## config.mk

```make
export PLATFORM = sky130hd
export DESIGN_NAME = pc_seq_unit
export DESIGN_NICKNAME = d
export VERILOG_FILES = /design/src/rtl/pc_seq_unit.sv
export SDC_FILE = /design/constraint.sdc
export NUM_CORES = 1
export LEC_CHECK = 0
export CORE_UTILIZATION = 47
export DETAILED_ROUTE_END_ITERATION = 12
export PLACE_DENSITY = 0.88
export SLEW_MARGIN = 25
export SYNTH_ARGS = -nofsm -noshare
export SYNTH_HDL_FRONTEND = slang
export SYNTH_SLANG_ARGS = --single-unit
export TNS_END_PERCENT = 20
```

## constraint.sdc

```tcl
create_clock -name CLK -period 6.63 [get_ports CLK]
set_clock_uncertainty 0.1 [all_clocks]
set_input_delay 1.326 -clock CLK [delete_from_list [all_inputs] [get_ports CLK]]
set_output_delay 1.326 -clock CLK [all_outputs]
set_load 0.01 [all_outputs]
```

## src/rtl/pc_seq_unit.sv

```systemverilog
// pc_seq_unit: architectural PC, fall-through/next-PC select and commit status FSM.
// Define PC_RAS_EN to add a circular return-address stack and the ras_mismatch output.
module pc_seq_unit #(
    parameter int                  DATA_WID  = 64,
    parameter int                  IMM_BYTES = 8,
    parameter logic [DATA_WID-1:0] RESET_VEC = '0,
    parameter int                  CNT_WID   = 32,
    parameter int                  RAS_DEPTH = 4
) (
    input  logic                CLK,
    input  logic                RST_N,
    input  logic                commit,
    input  logic [3:0]          icode,
    input  logic                Cnd,
    input  logic [DATA_WID-1:0] valC,
    input  logic [DATA_WID-1:0] valM,
    output logic [DATA_WID-1:0] PC,
    output logic [DATA_WID-1:0] valP,
    output logic [1:0]          stat,
    output logic [CNT_WID-1:0]  retired
`ifdef PC_RAS_EN
    ,
    output logic                ras_mismatch
`endif
);

    typedef enum logic [1:0] {
        RUN  = 2'b00,
        HALT = 2'b01,
        INS  = 2'b10
    } stat_e;

    stat_e               state_q, state_n;
    logic [DATA_WID-1:0] pc_q, pc_n;
    logic [DATA_WID-1:0] len, npc, ret_pc;
    logic [CNT_WID-1:0]  ret_q, ret_n;

    if (RAS_DEPTH < 2 || (RAS_DEPTH & (RAS_DEPTH - 1)) != 0) begin : g_bad_depth
        $error("RAS_DEPTH must be a power of two, at least 2");
    end

    always_comb begin
        len = DATA_WID'(1);
        case (icode)
            4'h2, 4'h6, 4'hA, 4'hB: len = DATA_WID'(2);
            4'h3, 4'h4, 4'h5:       len = DATA_WID'(2 + IMM_BYTES);
            4'h7, 4'h8:             len = DATA_WID'(1 + IMM_BYTES);
            default:                len = DATA_WID'(1);
        endcase
    end

    assign valP = pc_q + len;

    always_comb begin
        case (icode)
            4'h7:    npc = Cnd ? valC : valP;
            4'h8:    npc = valC;
            4'h9:    npc = ret_pc;
            default: npc = valP;
        endcase
    end

    // halt retires but leaves PC pointing at itself
    always_comb begin
        state_n = state_q;
        pc_n    = pc_q;
        ret_n   = ret_q;
        if (state_q == RUN && commit) begin
            if (icode[3] && icode[2]) begin
                state_n = INS;
            end else begin
                ret_n = ret_q + CNT_WID'(1);
                if (icode == 4'h0) state_n = HALT;
                else               pc_n    = npc;
            end
        end
    end

    always_ff @(posedge CLK or negedge RST_N) begin
        if (!RST_N) begin
            state_q <= RUN;
            pc_q    <= RESET_VEC;
            ret_q   <= '0;
        end else begin
            state_q <= state_n;
            pc_q    <= pc_n;
            ret_q   <= ret_n;
        end
    end

    assign PC      = pc_q;
    assign stat    = state_q;
    assign retired = ret_q;

`ifdef PC_RAS_EN
    localparam int PW = $clog2(RAS_DEPTH);

    logic [DATA_WID-1:0] ras_mem [RAS_DEPTH];
    logic [PW-1:0]       ras_ptr, top_idx;
    logic [PW:0]         ras_cnt;
    logic                go, push, pop, ras_hit, mis_q;

    assign go      = state_q == RUN && commit && !(icode[3] && icode[2]);
    assign push    = go && icode == 4'h8;
    assign pop     = go && icode == 4'h9;
    assign top_idx = ras_ptr - PW'(1);
    assign ras_hit = ras_cnt != '0;
    assign ret_pc  = ras_hit ? ras_mem[top_idx] : valM;

    // a full stack keeps the count and lets the write pointer clobber the oldest
    always_ff @(posedge CLK or negedge RST_N) begin
        if (!RST_N) begin
            ras_ptr <= '0;
            ras_cnt <= '0;
            mis_q   <= 1'b0;
        end else begin
            mis_q <= pop && ras_hit && (ras_mem[top_idx] != valM);
            if (push) begin
                ras_ptr <= ras_ptr + PW'(1);
                if (ras_cnt != (PW+1)'(RAS_DEPTH)) ras_cnt <= ras_cnt + (PW+1)'(1);
            end else if (pop && ras_hit) begin
                ras_ptr <= top_idx;
                ras_cnt <= ras_cnt - (PW+1)'(1);
            end
        end
    end

    always_ff @(posedge CLK) begin
        if (push) ras_mem[ras_ptr] <= valP;
    end

    assign ras_mismatch = mis_q;
`else
    assign ret_pc = valM;
`endif

endmodule

```

==> results.py <==
metrics = {
    "status": {
        "status": "complete, no violations",
    },
    "logic_synthesis": {
        "seq_area_frac_synth_pct": 35.32,
        "synth_top_area_cell": "dfrtp_1",
        "ys.flop_type": "dfrtp_1",
        "syn_area_um2": 6943,
        "synth_edf_count": 0,
        "netlist.area_leader.share_pct": 35.32,
        "syn_inst": 803,
        "ys_ff_latch": 98,
        "synth.area.top_cells": "dfrtp_1 (35%), xnor2_1 (8.8%), a21oi_1 (5.1%)",
        "yosys.cell_types.count": 59,
        "syn_nets": 944,
        "avgSynthCellArea_um2": 8.646,
        "ys_async_sr_fraction_pct": 100.0,
        "yosysWarnings": 0,
    },
    "placement": {
        "place.gp.congestion": 0.8905,
        "dpl.hpwl_um": 18580,
        "dpl_cell_area_um2": 10080,
        "io_buffer_count": 297,
    },
    "critical_path": {
        "path_max_fanout": 13,
        "reg2reg_depth": 7,
        "reg2reg_from": "stat[1]$_DFFE_PN0P_",
        "r2r_slack_ns": 3.73,
        "timing.rr.end": "PC[37]$_DFFE_PN0P_",
        "arrival_ns": 4.98,
        "crit_path_end_kind": "primary output",
        "critPathRequiredTime_ns": 5.20,
        "crit_type": "in -> out",
        "critPathLaunchType": "input port",
    },
    "grt": {
        "grt_use_total_pct": 33.00,
        "grt_pass1_vias": 7228,
        "overflow": 0,
        "antenna_found_initial": 0,
        "grt_pass1_wl_um": 38210,
        "grt_start_max_net_pins": 73,
    },
    "die": {
        "dieArea_um2": 15260,
        "io_pins": 298,
        "start_util_pct": 47.95,
        "rows": 44,
        "fp.dieW_um": 123.5,
        "core_area_um2": 14480,
        "die_h_um": 123.5,
    },
    "clock_tree": {
        "insertion_delay_ns": 0.36,
        "clkTransAtPathRegs_ns": 0.08,
        "cts-root-buf": "clkbuf_16",
        "clk_path_buf_depth": 2,
        "cts_tree": "yes",
        "htree_levels": 3,
        "clkSinkCount": 98,
        "cts_hold_buf": 0,
        "cts-buffers-inserted": 9,
    },
    "route": {
        "drt_first_pass_iters": 6,
        "wl_per_cell_um": 19.99,
        "drt_iter0_markers": 699,
        "vias": 7796,
        "postRouteAntennaNets": 0,
        "drc": 0,
        "viasPerCell": 6.153,
        "routed_wl_um": 25330,
    },
    "sta": {
        "setup_tns_ns": 0,
        "hold_violations": 0,
        "max_slew.worst_pin.slew_ns": 0.9404,
        "setup_viol": 0,
        "slew_violations": 0,
        "relSlewSlack_pct": 37.16,
        "max_freq_mhz": 156.0,
        "rsz0062_at_grt": "no",
        "layout_min_cycle_time_ns": 6.410,
        "post-route-period-util_pct": 96.69,
    },
    "worst_hold_path": {
        "min_path_type": "reg -> reg",
        "hp-start": "retired[31]$_DFFE_PN0P_",
        "min_to": "retired[31]$_DFFE_PN0P_",
        "hold_depth": 1,
    },
    "flow_run": {
        "drv_cap": 0,
    },
    "pwr": {
        "p_leak_nw": 4.213,
        "irDropWorstVdd_uv": 132.4,
        "p_per_area_nw_per_um2": 153.1,
    },
    "layout": {
        "fin_nets": 1219,
        "drive_gt1_share_pct": 5.540,
        "regArea_um2": 2452,
        "post-route-cell-area_um2": 10470,
        "syn_to_final_growth_pct": 50.78,
        "fillers": 1077,
        "multi_input_area_um2": 4252,
        "diodes": 0,
    },
}
==> power breakdown <==
part / total (mW) / switching (mW) / internal (mW) / leakage (nW)
clock network: 0.546 / 0.275 / 0.272 / 0.151
logic: 0.372 / 0.154 / 0.218 / 2.80
registers: 0.684 / 0.0589 / 0.625 / 1.26
==> cell usage in the layout (no fill, tap or decap), types with 3 or more instances in the layout <==
| master | synthesis | final |
|---|---|---|
| clkdlybuf4s50_1 | 0 | 296 |
| dfrtp_1 | 98 | 98 |
| a21oi_1 | 71 | 71 |
| xnor2_1 | 70 | 70 |
| nand2_1 | 63 | 63 |
| nor2_1 | 60 | 59 |
| inv_1 | 38 | 38 |
| a221oi_1 | 38 | 38 |
| o21ai_0 | 37 | 37 |
| nand3_1 | 38 | 37 |
| nand4_1 | 29 | 29 |
| xor2_1 | 23 | 23 |
| a2bb2oi_1 | 20 | 20 |
| a221o_1 | 18 | 18 |
| buf_4 | 1 | 16 |
| nor3_1 | 15 | 14 |
| o22a_1 | 12 | 12 |
| and2_1 | 11 | 11 |
| and3_1 | 12 | 11 |
| o21a_1 | 9 | 9 |
| clkbuf_16 | 0 | 9 |
| and4_1 | 8 | 7 |
| a31oi_1 | 7 | 7 |
| nor4_1 | 10 | 7 |
| nor4_4 | 3 | 6 |
| a21o_1 | 5 | 5 |
| a211oi_1 | 4 | 4 |
| or3_1 | 4 | 4 |
| a22oi_1 | 4 | 4 |
| ha_1 | 4 | 4 |
| nand4_4 | 3 | 3 |
| nand3_4 | 2 | 3 |
| o22ai_1 | 3 | 3 |
| inv_8 | 0 | 3 |
==> critical path: stages <==
cell and delay, ns:
clkdlybuf4s50_1 0.48, and2_1 0.24, o21ai_0 0.14, o21ai_0 0.16
ha_1 0.28, inv_1 0.07, fa_1 0.40, and3b_1 0.28
o211a_1 0.20, and4_4 0.37, nand4_1 0.23, xnor2_1 0.24
clkdlybuf4s50_1 0.57
==> what timing repair did <==
action,CTS,global route
setup buffers,0,2
resized for setup,0,10
endpoints found under the hold margin,0,0
setup endpoints to repair,0,16
==> cells by family (layout without fill, tap and decap cells) <==
logic type	after synthesis	after routing	synth area share [%]
AOI/OAI and AO/OA	241	241	24.20
xor gates and xnor gates	93	93	11.73
adders and majority gates	5	5	1.009
buffers and inverters	86	366	4.956
DFF	98	98	35.32
muxes	1	1	0.1622
and+or+nand+nor	279	279	22.62
==> per-stage QoR <==
stage / worst slack (ns) / cells / hold slack [ns] / total power, mW / utilization (%)
after floorplan: 1.255 / 803 / 0.4075 / 0.8081 / -
after global placement: 0.2175 / 1249 / 0.3661 / 1.055 / 69.63
after detailed placement: 0.07154 / 1249 / 0.3663 / 1.062 / 69.63
after CTS: 0.01641 / 1265 / 0.3832 / 1.605 / 71.76
after global routing: 0.03989 / 1267 / 0.4046 / 1.657 / 72.30
final: 0.2195 / 1267 / 0.3749 / 1.603 / 72.30
==> per-layer routing <==
layer,track usage (%),wire length (um),vias up
met4,14.08,758,0
met5,0,0,-
met1,40.69,10040,3764
li1,-,-,3549
met2,55.90,12520,420
met3,6.550,2012,63
==> final cells by class <==
type                       instances  share of cell area, %
clock inverter                     7                 0.8008
timing repair buffer             312                  29.45
inverter                          38                  1.362
multi-input combinational        619                  40.61
tap                              184                  2.199
clock buffer                       9                  2.151
sequential                        98                  23.43
==> synth_stat cells (15+ instances only) <==
library cell	instances
a221o_1	18
nor2_1	60
inv_1	38
clkbuf_1	33
nand2_1	63
a21oi_1	71
xnor2_1	70
nand4_1	29
xor2_1	23
dfrtp_1	98
o21ai_0	37
a221oi_1	38
a2bb2oi_1	20
nand3_1	38
nor3_1	15
==> state kept, by name (all words and copies together) (netlist names) <==
register / cells
retired: 32
PC: 64
stat: 2
==> worst max path at each step <==
stage,depth (start not counted),slack [ns],start,endpoint
2_1_floorplan,13,1.25,icode[1],valP[20]
3_3_place_gp,13,0.22,icode[0],valP[46]
3_5_place_dp,13,0.07,icode[0],valP[46]
4_1_cts,13,0.02,icode[0],valP[46]
5_1_grt,11,0.04,icode[2],valP[63]
6_report,13,0.22,icode[0],valP[46]
Note: power is estimated with default switching activity, not from simulation.
